<file path="config.mk">
export PLATFORM = sky130hd
export DESIGN_NAME = srl_seq
export DESIGN_NICKNAME = d
export VERILOG_FILES = /design/src/rtl/ula_pkg.sv /design/src/rtl/mux2.sv /design/src/rtl/srl_seq.sv
export SDC_FILE = /design/constraint.sdc
export NUM_CORES = 1
export LEC_CHECK = 0
export ABC_AREA = 1
export BUFFER_PORTS_ARGS = -buffer_cell sky130_fd_sc_hd__buf_2
export CELL_PAD_IN_SITES_DETAIL_PLACEMENT = 1
export CELL_PAD_IN_SITES_GLOBAL_PLACEMENT = 1
export CORE_MARGIN = 2
export CORE_UTILIZATION = 29
export CTS_BUF_LIST = sky130_fd_sc_hd__clkbuf_4 sky130_fd_sc_hd__clkbuf_8
export CTS_CLUSTER_DIAMETER = 60
export DETAILED_ROUTE_END_ITERATION = 8
export PLACE_DENSITY = 0.68
export SLEW_MARGIN = 20
export SYNTH_ARGS = -nofsm -noshare
export SYNTH_HDL_FRONTEND = slang
export SYNTH_SLANG_ARGS = --single-unit
</file>
<file path="constraint.sdc">
create_clock -name clk -period 2.2 [get_ports clk]
set_input_delay 0.66 -clock clk [delete_from_list [all_inputs] [get_ports clk]]
set_output_delay 0.66 -clock clk [all_outputs]
set_load 0.01 [all_outputs]
</file>
<file path="src/rtl/ula_pkg.sv">
// Shared types and a reference function for the ALU shift datapath.
package ula_pkg;

  typedef enum logic [1:0] {
    IDLE  = 2'd0,
    SHIFT = 2'd1,
    DONE  = 2'd2
  } shr_state_t;

  localparam int SHR_REF_W = 16;

  // Golden right shift at the default datapath width.
  function automatic logic [SHR_REF_W-1:0] shr_ref(
    input logic [SHR_REF_W-1:0]         data,
    input logic [$clog2(SHR_REF_W)-1:0] amt,
    input logic                         arith
  );
    logic signed [SHR_REF_W-1:0] s;
    s = data;
    if (arith) s = s >>> amt;
    else       s = data >> amt;
    return s;
  endfunction

endpackage

</file>
<file path="src/rtl/mux2.sv">
// Two-input word multiplexer.
module mux2 #(
  parameter int W = 1
) (
  input  logic [W-1:0] data0,
  input  logic [W-1:0] data1,
  input  logic         sel,
  output logic [W-1:0] y
);

  assign y = sel ? data1 : data0;

endmodule

</file>
<file path="src/rtl/srl_seq.sv">
// Multi-cycle SRL/SRA: one shift-amount bit resolved per cycle through a single mux stage.
// Define SHIFT_ARITH_EN to honour the arith input; otherwise every operation is a logical shift.
module srl_seq
  import ula_pkg::*;
#(
  parameter int N = 16
) (
  input  logic                 clk,
  input  logic                 rst_n,
  input  logic                 in_valid,
  output logic                 in_ready,
  input  logic [N-1:0]         data_in,
  input  logic [$clog2(N)-1:0] shift_amount,
  input  logic                 arith,
  output logic                 out_valid,
  input  logic                 out_ready,
  output logic [N-1:0]         data_out
);

  localparam int K  = $clog2(N);
  localparam int SW = (K > 1) ? $clog2(K) : 1;

  // Handshake: a transfer happens on a rising edge where valid and ready are both high.
  shr_state_t     state_q, state_d;
  logic [N-1:0]   data_q, data_d;
  logic [K-1:0]   amt_q, amt_d;
  logic [SW-1:0]  stage_q, stage_d;
  logic [N-1:0]   shifted, mux_out;
  logic [K:0]     shamt;
  logic [2*N-1:0] ext;
  logic           fill;

`ifdef SHIFT_ARITH_EN
  logic fill_q, fill_d;
  assign fill = fill_q;
`else
  logic unused_arith;
  assign fill         = 1'b0;
  assign unused_arith = arith;
`endif

  // Stage s shifts by 2**s: pick an N-wide window out of {fill bits, data}.
  assign shamt   = (K+1)'(1) << stage_q;
  assign ext     = {{N{fill}}, data_q};
  assign shifted = ext[shamt +: N];

  mux2 #(.W(N)) u_mux (
    .data0 (data_q),
    .data1 (shifted),
    .sel   (amt_q[stage_q]),
    .y     (mux_out)
  );

  always_comb begin
    state_d = state_q;
    data_d  = data_q;
    amt_d   = amt_q;
    stage_d = stage_q;
`ifdef SHIFT_ARITH_EN
    fill_d  = fill_q;
`endif
    case (state_q)
      IDLE: begin
        if (in_valid) begin
          data_d  = data_in;
          amt_d   = shift_amount;
          stage_d = '0;
`ifdef SHIFT_ARITH_EN
          fill_d  = arith & data_in[N-1];
`endif
          state_d = SHIFT;
        end
      end
      SHIFT: begin
        data_d = mux_out;
        if (stage_q == SW'(K-1)) begin
          stage_d = '0;
          state_d = DONE;
        end else begin
          stage_d = stage_q + 1'b1;
        end
      end
      DONE: begin
        if (out_ready) state_d = IDLE;
      end
      default: state_d = IDLE;
    endcase
  end

  always_ff @(posedge clk or negedge rst_n) begin
    if (!rst_n) begin
      state_q <= IDLE;
      data_q  <= '0;
      amt_q   <= '0;
      stage_q <= '0;
    end else begin
      state_q <= state_d;
      data_q  <= data_d;
      amt_q   <= amt_d;
      stage_q <= stage_d;
    end
  end

`ifdef SHIFT_ARITH_EN
  always_ff @(posedge clk or negedge rst_n) begin
    if (!rst_n) fill_q <= 1'b0;
    else        fill_q <= fill_d;
  end
`endif

  assign in_ready  = (state_q == IDLE);
  assign out_valid = (state_q == DONE);
  assign data_out  = data_q;

endmodule

</file>
[Word-level counts from Yosys, hierarchy flattened]
Index checks and enable logic that the tools add are counted.
Storage, ports and cells
  output and inout bits: 18
  input port bits: 25
  register bits: 24
Cells by class
  reduce and logical (&&, ||, !) cells: 6
  multiplexer cells: 12
  shifts and indexed selects: 2
  $lt $le $gt $ge: 1
  equal/unequal tests: 7
  add/subtract/negate cells: 1
Operator list (number)
  $mux 16: 2
  $pmux 16 s2: 1
  $shiftx 32x6->16: 1
  $mux 2: 5
  $pmux 2 s3: 1
  $reduce_and 3->1: 2
  $shl 1x2->5 const A: 1
  $eq 2x2->1 const B: 2
  $ne 2x1->1 const B: 2
  $ne 2x2->1 const B: 2
  $pmux 2 s2: 1
  $reduce_and 2->1: 2
  $lt 2x3->1 const B: 1
  $add 2x1->2 const B: 1
  $bmux 1 s2: 1
  $eq 2x1->1 const B: 1
  $logic_not 2->1: 1
  $reduce_bool 2->1: 1
  $mux 1: 1

[Depth between registers and ports, before layout]
Gate-level depths: netlist (run 1).
  word-level depth: 4
  depth in mapped cells: 12

[Modules after synthesis]
From an unflattened synthesis (run 1), not the netlist that was laid out.
Unflattened totals
  cell total of the unflattened synthesis: 328
  area total of the unflattened synthesis: 2178.3 sq um
By module, submodules not included
  srl_seq: instances 1, sequential area each 600.6 sq um, area an instance 1934.4 sq um, cells each 276
  mux2: instances 1, sequential area each 0.0 sq um, area an instance 244.0 sq um, cells each 52

[Least setup slack after synthesis (run 1)]
No wires, ideal clock.
  path type: register -> register
  start: reg stage_q[0]
  end: reg data_q[1] (netlist: data_out[1])
  cell stages (with the launch flop): 10
  library setup time: 0.120 ns
  path slack: 0.573 ns
  arrival: 1.507 ns
  cells stage by stage: dfrtp_1 inv_1 ha_1 inv_1 buf_1 nand3_1 nand3_1 nand3_1 nand2_1 nand2_1
On the way
  word-level cells in the longest chain between the ends: 4
  elaborated cells between the ends (all ways): 8
  those cells by class: 1 x eq/ne; 2 x shift; 4 x mux; 1 x reduce/logical
Ends and longest elaborated chain
  start, declared: RTL line srl_seq.sv:27  | logic [SW-1:0] stage_q, stage_d;
  start signal, assigned: RTL line srl_seq.sv:100  | stage_q <= stage_d;
  $shl 1x2->5 or $bmux 1 s2 (tied branches): RTL line srl_seq.sv:43, srl_seq.sv:50
  $shiftx 32x6->16 or $mux 1 (tied branches): RTL line srl_seq.sv:45, srl_seq.sv:50
  $mux 16 or $ne 2x1->1 (tied branches)
  $pmux 16 s2 or $reduce_and 3->1 (tied branches)
  end signal, assigned: RTL line srl_seq.sv:98  | data_q <= data_d;
  end, declared: RTL line srl_seq.sv:25  | logic [N-1:0] data_q, data_d;
Several ways; a longest one is shown, not always the timed one. The select of a mux whose other input is x is not followed.
A chain may end at the register's enable or synchronous reset.

[Worst setup path after layout (run 1)]
  start: reg stage_q[1]
  end: reg data_q[1] (netlist: data_out[1])
The elaborated chain is that of the path after synthesis.

==> qor.log, run 1 <==
qor: run_status.outcome completed
qor: cells_and_area.postLayoutCoreUtil 0.355
qor: cells_and_area.syn_to_final_growth 18.8%
qor: sta.final_period_minus_worst_setup_slack 1.90 ns
qor: drt.drt_first_pass_iters 4
qor: place.dp_hpwl 4.54 mm
qor: cells_and_area.final_cell_mix sky130_fd_sc_hd__nand2_1, sky130_fd_sc_hd__nand3_1, sky130_fd_sc_hd__buf_2
qor: cells_and_area.multi_input_area 1040 um2
qor: power.combPwrFrac 0.692
qor: floorplanning.core-area 5890 um2
qor: floorplanning.initial_core_util 0.298
qor: drt.via_count 1942
qor: place.finalWeightedCongestion 0.851
qor: drt.avgViaCountPerCell 5.04
qor: sta.fmaxAchievable 0.527 GHz
qor: cts.cts_inserted_buffers 3
qor: sta.final-hold-violation-count 0
qor: cts.root_buffer sky130_fd_sc_hd__clkbuf_8
qor: cts.postCtsHoldBufs 0
qor: floorplanning.die_area 6700 um2
qor: cells_and_area.regArea 601 um2
qor: run.drv.max_cap_violation_count 0
qor: worst_setup_path.cp-start-kind flop
qor: yosys.yosysWarnings 0
qor: place.placement.io_buffers 41
qor: yosys.postSynthNetCount 299
qor: grt.groute.usage.overall 0.197
qor: power.switching_share 0.559
qor: yosys.syn-mean-instance-area 6.53 um2
qor: floorplanning.rows 28
qor: cells_and_area.drive_above_1_share 0.206
qor: yosys.synth_top_flop_cell sky130_fd_sc_hd__dfrtp_1
qor: power.power.density 1910 nW/um2
qor: yosys.yosysSeqAreaShare 0.342
qor: sta.grt_setup_unrepaired false
qor: grt.overflow 0
qor: sta.fin_tns_setup 0 ns
qor: cts.cts-root-to-sink-buffers 2
qor: yosys.yosysTopAreaCellShare 0.342
qor: power.leakage 1.09 nW
qor: cts.cts_num_sinks 24
qor: power.power.ir.vdd_worst 0.738 mV
qor: cells_and_area.final_nets 341
qor: grt.maximum_number_of_pins_on_one_net_before_global_route_repair 25
qor: cts.post_cts_resize_count 0
qor: cells_and_area.n_fill_cell 805
qor: yosys.post_synth_main_area_contributors sky130_fd_sc_hd__dfrtp_1, sky130_fd_sc_hd__nand2_1, sky130_fd_sc_hd__nand3_1
qor: sta.slew_violations 0
qor: power.share_clk_of_total_power 0.080
qor: worst_setup_path.critPathKind reg2reg
qor: yosys.synth_top_cell_by_area sky130_fd_sc_hd__dfrtp_1
qor: sta.layout_worst_path_cycle_share 0.863
qor: min_path.hold_class in2async
qor: grt.initial_antenna_violation_count 0
qor: floorplanning.die_h 81.8 um
qor: worst_setup_path.cp.required 2.37 ns
qor: cts.cts_tree yes
qor: sta.tightest_slew 0.567 ns
qor: worst_setup_path.cp_data_arrival_time 2.07 ns
qor: floorplanning.die_width 81.8 um
qor: yosys.syn_inst 269
qor: cts.h-tree-depth 1
qor: worst_setup_path.worst_setup_path_startpoint stage_q[1]
qor: drt.drt-initial-drc-count 124
qor: drt.wl_per_cell 15.2 um
qor: power.internal-power 1.76 mW
qor: drt.drc 0
qor: drt.totalWireLength 5.87 mm
qor: yosys.synth_edf_count 0
qor: cts.clkLatencyLatePin 0.28 ns
qor: power.seqPwrFrac 0.228
qor: yosys.synth_seq_cells 24
qor: yosys.synthArstFlopShare 1.00
qor: yosys.synthDistinctLibCells 25
qor: power.p_sw 2.23 mW
qor: cts.post_cts_buffers 0
qor: sta.report.final.setup_viol 0
qor: drt.drtAntennaViolNets 0
qor: cells_and_area.layout_commonest_cell sky130_fd_sc_hd__nand2_1
qor: grt.number_of_global_route_vias_before_repair 2011
qor: cts.cts.reportedPaths.clkPinSlew 0.09 ns
qor: worst_setup_path.crit_reg_reg_startpoint stage_q[1]
qor: sta.clock_skew 0.00329 ns
qor: cells_and_area.n_antenna_cell 0
qor: floorplanning.pin_count 43
qor: sta.slew-limit-headroom 0.622
qor: yosys.synth_area 1760 um2
qor: grt.grt_first_pass_wirelength 9.98 mm
qor: worst_setup_path.worst-path-max-fanout 16
qor: worst_setup_path.setup.worst_path.end_class flop
Yosys cell counts, types with 4 or more instances:
master                    number
sky130_fd_sc_hd__dfrtp_1      24
sky130_fd_sc_hd__ha_1          5
sky130_fd_sc_hd__o21ai_0       8
sky130_fd_sc_hd__nand3_1      49
sky130_fd_sc_hd__mux2_2        4
sky130_fd_sc_hd__nand2_1     110
sky130_fd_sc_hd__a31oi_1       5
sky130_fd_sc_hd__nor2_1       26
sky130_fd_sc_hd__inv_1        10
worst max-delay path: stages, from the launching register on:
cell and delay (ns):
sky130_fd_sc_hd__dfrtp_1 0.41, sky130_fd_sc_hd__inv_1 0.11, sky130_fd_sc_hd__ha_1 0.21, sky130_fd_sc_hd__inv_1 0.40, sky130_fd_sc_hd__nand3_1 0.23, sky130_fd_sc_hd__nand2_1 0.11, sky130_fd_sc_hd__nand2_1 0.07, sky130_fd_sc_hd__nand3_1 0.08
sky130_fd_sc_hd__nand3_1 0.06, sky130_fd_sc_hd__nand2_1 0.06, sky130_fd_sc_hd__nand2_1 0.05
power by group through the flow:
stage / combinational (mW) / clock [mW] / sequential [mW]
finish: 2.76 / 0.317 / 0.911
global route: 3.18 / 0.346 / 0.952
CTS: 2.80 / 0.328 / 0.920
detailed placement: 2.78 / 0 / 0.927
global placement: 2.69 / 0 / 0.921
floorplan: 1.98 / 0 / 0.913
path summary, 6_finish.rpt:
check,end,slack (ns),depth (start not counted)
max reg2reg,data_out[1],0.30,10
min,amt_q[3],0.36,1
min in group clk,amt_q[3],0.52,1
min reg2reg,amt_q[3],0.52,1
max,data_out[1],0.30,10
max in group asynchronous,data_out[2],1.46,1
metrics by stage:
step	power (mW)	cells	worst slack (ns)	instance area, um2	hold slack [ns]
2_1_floorplan	2.89	269	0.573	1760	0.364
3_3_place_gp	3.61	381	0.323	2030	0.494
3_5_place_dp	3.71	381	0.305	2030	0.500
4_1_cts	4.05	385	0.278	2090	0.379
5_1_grt	4.48	385	0.0507	2090	0.401
6_report	3.99	385	0.302	2090	0.364
cell families after synthesis:
| family | share of synthesized area |
|---|---|
| compound gates | 0.0627 |
| buf+inv | 0.0669 |
| fa+ha+maj | 0.0356 |
| flops | 0.342 |
| simple gates | 0.467 |
| mux | 0.0256 |
sequential cells by signal, indices dropped and copies added, names as in the netlist:
register / flops
state_q: 2
data_out: 16
amt_q: 4
stage_q: 2
final cells by class:
cell class | count | share of cell area
multi-input cells | 222 | 0.498
flip-flops and latches | 24 | 0.288
clock buffers | 4 | 0.0264
repair buffers | 47 | 0.120
inverters | 13 | 0.0234
well taps | 75 | 0.0450
routing by layer:
metal,wire length (um),GRT usage
met1,2730,0.263
met4,84,0.0567
met3,184,0.0165
met2,2870,0.340
met5,0,0
Power figures use the tool's default switching activity.
==> inputs of run 2 (changes only) <==
--- a/config.mk
+++ b/config.mk
@@ -6,5 +6,4 @@
 export NUM_CORES = 1
 export LEC_CHECK = 0
-export ABC_AREA = 1
 export BUFFER_PORTS_ARGS = -buffer_cell sky130_fd_sc_hd__buf_2
 export CELL_PAD_IN_SITES_DETAIL_PLACEMENT = 1
@@ -15,5 +14,5 @@
 export CTS_CLUSTER_DIAMETER = 60
 export DETAILED_ROUTE_END_ITERATION = 8
-export PLACE_DENSITY = 0.68
+export PLACE_DENSITY = 0.63
 export SLEW_MARGIN = 20
 export SYNTH_ARGS = -nofsm -noshare
==> constraint.sdc (replaced) <==
create_clock -name clk -period 2.2 [get_ports clk]
set_input_delay 0.11 -clock clk [delete_from_list [all_inputs] [get_ports clk]]
set_output_delay 0.11 -clock clk [all_outputs]
set_load 0.01 [all_outputs]
==> qor.log, run 2 <==
qor: run_status.outcome completed
qor: worst_setup_path.path_buf_inv 3
qor: sta.slew-limit-headroom 0.602
qor: place.placement.io_buffers 41
qor: grt.overflow 0
qor: floorplanning.rows 28
qor: worst_setup_path.worst-path-max-fanout 6
qor: grt.maximum_number_of_pins_on_one_net_before_global_route_repair 25
qor: yosys.synth_top_flop_cell sky130_fd_sc_hd__dfrtp_1
qor: drt.wirelength_met1 2.76 mm
qor: drt.drt_first_pass_iters 4
qor: cells_and_area.drive_above_1_share 0.404
qor: worst_setup_path.cpMaxStageDelayCell sky130_fd_sc_hd__dfrtp_1
qor: yosys.syn-mean-instance-area 10.3 um2
qor: run.drv.max_cap_violation_count 0
qor: floorplanning.die_width 82.9 um
qor: worst_setup_path.cp_data_arrival_time 2.24 ns
qor: worst_setup_path.setup.worst_path.end_class flop
qor: sta.clock_skew 0.00521 ns
qor: grt.number_of_global_route_vias_before_repair 1794
qor: drt.avgViaCountPerCell 5.38
qor: drt.drtAntennaViolNets 0
qor: drt.drt-initial-drc-count 135
qor: worst_setup_path.worst_path_dominant_cell_family multiplexers
qor: cells_and_area.final_nets 266
qor: power.share_clk_of_total_power 0.087
qor: yosys.synthDistinctLibCells 41
qor: cts.cts-root-to-sink-buffers 2
qor: cts.h-tree-depth 1
qor: sta.fmaxAchievable 0.482 GHz
qor: yosys.most_common_cell_in_the_synthesized_netlist sky130_fd_sc_hd__dfrtp_1
qor: drt.drc 0
qor: worst_setup_path.cp.required 2.37 ns
qor: sta.tightest_slew 0.592 ns
qor: sta.report.final.setup_viol 0
qor: cts.root_buffer sky130_fd_sc_hd__clkbuf_8
qor: min_path.hold_class in2reg
qor: cells_and_area.syn_to_final_growth 29.3%
qor: sta.grt_setup_unrepaired false
qor: cells_and_area.largest_reg_flops 16
qor: power.internal-power 2.53 mW
qor: power.seqPwrFrac 0.200
qor: cells_and_area.layout_commonest_cell sky130_fd_sc_hd__buf_2
qor: power.switching_share 0.454
qor: yosys.postSynthNetCount 206
qor: sta.fin_hold_ws 0.00883 ns
qor: grt.initial_antenna_violation_count 0
qor: floorplanning.core-area 5960 um2
qor: yosys.yosysTopAreaCellShare 0.332
qor: sta.final-hold-violation-count 0
qor: cts.cts_tree yes
qor: worst_setup_path.critPathKind reg2reg
qor: drt.met3_length 238 um
qor: yosys.synth_seq_cells 24
qor: power.leakage 1.05 nW
qor: yosys.yosysSeqAreaShare 0.332
qor: cts.cts_num_sinks 24
qor: floorplanning.die_area 6880 um2
qor: drt.via_count 1668
qor: power.combPwrFrac 0.713
qor: worst_setup_path.critical-path-max-stage-delay 0.40 ns
qor: cts.cts_inserted_buffers 3
qor: grt.grt_first_pass_wirelength 9.55 mm
qor: floorplanning.pin_count 43
qor: cts.clkLatencyLatePin 0.28 ns
qor: sta.slew_violations 0
qor: grt.groute.usage.overall 0.175
qor: cells_and_area.n_antenna_cell 0
qor: cells_and_area.final_cell_mix sky130_fd_sc_hd__buf_2, sky130_fd_sc_hd__buf_4, sky130_fd_sc_hd__dfrtp_1
qor: yosys.synth_top_cell_by_area sky130_fd_sc_hd__dfrtp_1
qor: power.p_sw 2.10 mW
qor: yosys.yosysWarnings 0
qor: worst_setup_path.crit_chain inv_2, ha_4, buf_4, mux2i_2, mux2i_1, mux2i_1, buf_4, a2bb2oi_1, o21ai_0
qor: place.finalWeightedCongestion 0.898
qor: cells_and_area.postLayoutCoreUtil 0.392
qor: drt.wl_per_cell 18.8 um
qor: yosys.synth_area 1810 um2
qor: cts.post_cts_buffers 0
qor: yosys.syn_inst 176
qor: yosys.post_synth_main_area_contributors sky130_fd_sc_hd__dfrtp_1, sky130_fd_sc_hd__mux2i_1, sky130_fd_sc_hd__mux2_2
qor: drt.totalWireLength 5.82 mm
qor: cts.cts.reportedPaths.clkPinSlew 0.09 ns
qor: power.power.ir.vdd_worst 0.521 mV
qor: yosys.synthArstFlopShare 1.00
qor: yosys.synth_edf_count 0
qor: drt.dr_wl_met2 2.72 mm
qor: sta.layout_worst_path_cycle_share 0.942
qor: place.dp_hpwl 4.47 mm
qor: worst_setup_path.cp-start-kind flop
qor: power.power.density 1980 nW/um2
qor: yosys.synth_common_cells sky130_fd_sc_hd__dfrtp_1, sky130_fd_sc_hd__mux2i_1, sky130_fd_sc_hd__nor2_1, sky130_fd_sc_hd__nand2_1, sky130_fd_sc_hd__o21ai_0
qor: drt.topRoutingLayerUsed met4
qor: floorplanning.initial_core_util 0.303
qor: sta.final_period_minus_worst_setup_slack 2.07 ns
qor: floorplanning.die_h 82.9 um
## run 2: power by group through the flow
| stage | Sequential [mW] | Combinational [mW] | Clock, mW |
|---|---|---|---|
| 2_1_floorplan | 0.916 | 2.04 | 0 |
| 3_3_place_gp | 0.919 | 3.12 | 0 |
| 3_5_place_dp | 0.929 | 3.19 | 0 |
| 4_1_cts | 0.920 | 3.29 | 0.417 |
| 5_1_grt | 0.961 | 3.59 | 0.429 |
| 6_report | 0.926 | 3.30 | 0.405 |
## run 2: logic make-up after synthesis
| family | share of synthesized area |
|---|---|
| buffers and inverters | 0.0568 |
| AO/OA/AOI/OAI | 0.193 |
| flip-flops | 0.332 |
| adder cells (fa/ha/maj) | 0.0346 |
| AND/OR/NAND/NOR | 0.106 |
| multiplexers | 0.278 |
## run 2: worst reg2reg max path, stage by stage, from the launching register on
cell                        delay [ns]
sky130_fd_sc_hd__dfrtp_1          0.40
sky130_fd_sc_hd__inv_2            0.12
sky130_fd_sc_hd__ha_4             0.22
sky130_fd_sc_hd__buf_4            0.15
sky130_fd_sc_hd__mux2i_2          0.27
sky130_fd_sc_hd__mux2i_1          0.11
sky130_fd_sc_hd__mux2i_1          0.28
sky130_fd_sc_hd__buf_4            0.18
sky130_fd_sc_hd__a2bb2oi_1        0.15
sky130_fd_sc_hd__o21ai_0          0.09
## run 2: path summary, 6_finish.rpt
path | from | slack, ns | cells past startpoint | endpoint
worst max register to register | stage_q[1] | 0.13 | 9 | data_out[9]
worst min register to register | amt_q[0] | 0.52 | 1 | amt_q[0]
min in group asynchronous | rst_n | 0.35 | 2 | data_out[3]
max in group asynchronous | rst_n | 1.47 | 2 | data_out[15]
worst max-delay path | stage_q[1] | 0.13 | 9 | data_out[9]
worst min-delay path | out_ready | 0.009 | 2 | state_q[1]
## run 2: per-layer routing
metal | track usage | vias to the layer above
li1 | - | 784
met1 | 0.242 | 833
met2 | 0.279 | 44
met3 | 0.0239 | 7
met4 | 0.0626 | 0
met5 | 0 | -
## run 2: what timing repair did
action	CTS	global route
hold endpoints to repair	24	0
hold buffers	1	0
gates resized for setup	6	3
cloned	0	0
setup endpoints to repair	9	8
## run 2: final cells by class
cell class / count / area (um2)
clock buffers: 3 / 41.3
clock inverters: 1 / 30.0
fillers: 718 / 3620
inverters: 4 / 15.0
multi-input cells: 134 / 1140
flip-flops and latches: 24 / 601
well taps: 75 / 93.8
repair buffers: 69 / 418
## run 2: stage by stage
step / cell area (um2) / worst slack, ns / setup TNS, ns / cells / total power, mW
after floorplan: 1810 / 0.202 / 0 / 176 / 2.96
after global placement: 2220 / -0.0487 / -0.105 / 305 / 4.04
after detailed placement: 2220 / -0.134 / -0.383 / 305 / 4.12
after CTS: 2330 / 0.00984 / 0 / 310 / 4.63
after global routing: 2340 / 0.0103 / 0 / 310 / 4.98
final: 2340 / 0.127 / 0 / 310 / 4.64
==> inputs of run 3 (changes only) <==
ABC_AREA = 1   (was default)
PLACE_DENSITY = 0.68   (was 0.63)
RECOVER_POWER = 50   (was default)
==> qor.log, run 3 (synthesized netlist as in run 1, its figures left out) <==
qor: power.power.density 1890 nW/um2
qor: cells_and_area.syn_to_final_growth 20.1%
qor: worst_setup_path.cp_data_arrival_time 2.04 ns
qor: sta.fmaxAchievable 0.551 GHz
qor: drt.drt-initial-drc-count 57
qor: worst_setup_path.worst-r2r-cell-count 11
qor: floorplanning.core-area 5890 um2
qor: worst_setup_path.reg2reg_slack 0.39 ns
qor: min_path.min_from shift_amount[0]
qor: sta.final_period_minus_worst_setup_slack 1.81 ns
qor: cts.h-tree-depth 1
qor: cells_and_area.largest_reg_flops 16
qor: power.p_sw 2.21 mW
qor: power.internal-power 1.77 mW
qor: drt.totalWireLength 5.80 mm
qor: cells_and_area.final_cell_mix sky130_fd_sc_hd__nand2_1, sky130_fd_sc_hd__nand3_1, sky130_fd_sc_hd__buf_2
qor: min_path.hold_class in2reg
qor: cells_and_area.drive_above_1_share 0.178
qor: power.switching_share 0.555
qor: worst_setup_path.cp-start-kind flop
qor: floorplanning.die_width 81.8 um
qor: power.power.ir.vdd_worst 0.765 mV
qor: run.drv.max_cap_violation_count 0
qor: place.finalWeightedCongestion 0.806
qor: cts.cts_inserted_buffers 3
qor: floorplanning.die_h 81.8 um
qor: sta.fin_tns_setup 0 ns
qor: grt.overflow 0
qor: power.leakage 1.08 nW
qor: place.placement.io_buffers 41
qor: floorplanning.pin_count 43
qor: sta.layout_worst_path_cycle_share 0.825
qor: power.seqPwrFrac 0.228
qor: grt.grt_first_pass_wirelength 9.95 mm
qor: drt.met3_length 209 um
qor: cells_and_area.layout_commonest_cell sky130_fd_sc_hd__nand2_1
qor: floorplanning.rows 28
qor: run_status.outcome completed
qor: sta.final-hold-violation-count 0
qor: grt.groute.usage.overall 0.194
qor: cells_and_area.postLayoutCoreUtil 0.358
qor: power.share_clk_of_total_power 0.080
qor: sta.fin_hold_ws 0.0638 ns
qor: worst_setup_path.critPathKind reg2reg
qor: worst_setup_path.crit_reg_reg_startpoint stage_q[0]
qor: sta.clock_skew 0.00898 ns
qor: cts.post_cts_resize_count 0
qor: cts.cts_num_sinks 24
qor: sta.report.final.setup_viol 0
qor: cts.clkLatencyLatePin 0.28 ns
qor: grt.maximum_number_of_pins_on_one_net_before_global_route_repair 25
qor: worst_setup_path.worst-path-max-fanout 8
qor: cells_and_area.n_antenna_cell 0
qor: drt.drt_first_pass_iters 4
qor: min_path.worstHoldPathCells 2
qor: sta.tightest_slew 1.41 ns
qor: worst_setup_path.cp.required 2.42 ns
qor: sta.slew_violations 0
qor: worst_setup_path.setup.worst_path.end_class flop
qor: drt.dr_wl_met2 2.78 mm
qor: min_path.hold_path_endpoint amt_q[0]
qor: sta.slew-limit-headroom 0.0622
qor: drt.avgViaCountPerCell 5.02
qor: power.finalPower 3.98 mW
qor: drt.drtAntennaViolNets 0
qor: drt.topRoutingLayerUsed met4
qor: cts.cts.reportedPaths.clkPinSlew 0.10 ns
qor: place.dp_hpwl 4.48 mm
qor: cells_and_area.final_nets 345
qor: worst_setup_path.crit-reg2reg-capture data_out[1]
qor: grt.initial_antenna_violation_count 0
qor: cts.cts_tree yes
qor: floorplanning.die_area 6700 um2
qor: drt.via_count 1951
qor: power.combPwrFrac 0.692
qor: cts.root_buffer sky130_fd_sc_hd__clkbuf_8
qor: drt.wirelength_met1 2.76 mm
qor: floorplanning.initial_core_util 0.298
qor: cts.cts-root-to-sink-buffers 2
qor: grt.number_of_global_route_vias_before_repair 2065
qor: drt.drc 0
qor: sta.grt_setup_unrepaired false
qor: drt.wl_per_cell 14.9 um
-- run 3: changes by cell type in the layout (fill, tap and decap cells not counted), sizes merged, moves of 5 or more --
cell,delta
mux2,-6
inv,+9
mux4,-7
buf,-29
nor2,+13
mux2i,-22
nand2,+99
nand3,+49
clkbuf,+11
o211ai,-5
-- run 3: worst max path at each step --
stage	startpoint	endpoint	cells past startpoint
2_1_floorplan	stage_q[0]	data_out[1]	9
3_5_place_dp	stage_q[0]	data_out[1]	11
6_report	stage_q[0]	data_out[1]	11
3_3_place_gp	stage_q[0]	data_out[1]	11
5_1_grt	stage_q[0]	data_out[1]	11
4_1_cts	stage_q[0]	data_out[1]	11
-- run 3: repair_timing --
| item | in CTS | in global routing |
|---|---|---|
| hold endpoints to repair | 25 | 0 |
| hold buffers | 2 | 0 |
| buffers inserted | 0 | 0 |
-- run 3: layer usage --
layer | up-vias | track usage
li1 | 971 | -
met1 | 935 | 0.253
met2 | 38 | 0.338
met3 | 7 | 0.0253
met4 | 0 | 0.0467
met5 | - | 0
-- run 3: critical path: stages, from the launching register on --
cell and delay, ns:
sky130_fd_sc_hd__dfrtp_1 0.43, sky130_fd_sc_hd__inv_1 0.15, sky130_fd_sc_hd__ha_1 0.24, sky130_fd_sc_hd__inv_1 0.25
sky130_fd_sc_hd__nand2_1 0.15, sky130_fd_sc_hd__nand3_1 0.09, sky130_fd_sc_hd__nand2_1 0.08, sky130_fd_sc_hd__nand2_1 0.06
sky130_fd_sc_hd__nand3_1 0.09, sky130_fd_sc_hd__nand3_1 0.11, sky130_fd_sc_hd__nand2_1 0.05, sky130_fd_sc_hd__nand2_1 0.06
-- run 3: metrics by stage --
| step | cells | setup WS (ns) | area, um2 |
|---|---|---|---|
| 2_1_floorplan | 269 | 0.573 | 1760 |
| 3_3_place_gp | 383 | 0.374 | 2050 |
| 3_5_place_dp | 383 | 0.337 | 2050 |
| 4_1_cts | 389 | 0.318 | 2120 |
| 5_1_grt | 389 | 0.122 | 2110 |
| 6_report | 389 | 0.386 | 2110 |
-- run 3: power by group through the flow --
stage	Sequential, mW	Combinational [mW]	Clock (mW)
2_1_floorplan	0.913	1.98	0
3_5_place_dp	0.925	2.80	0
3_3_place_gp	0.920	2.73	0
5_1_grt	0.948	3.18	0.349
6_report	0.909	2.75	0.317
4_1_cts	0.916	2.81	0.325
-- run 3: area by class of cell --
class                      instances  area [um2]
timing repair buffer              51         273
fill                             803        3780
multi-input combinational        222        1040
sequential                        24         601
tap                               75        93.8
inverter                          13        48.8
clock buffer                       4        55.1
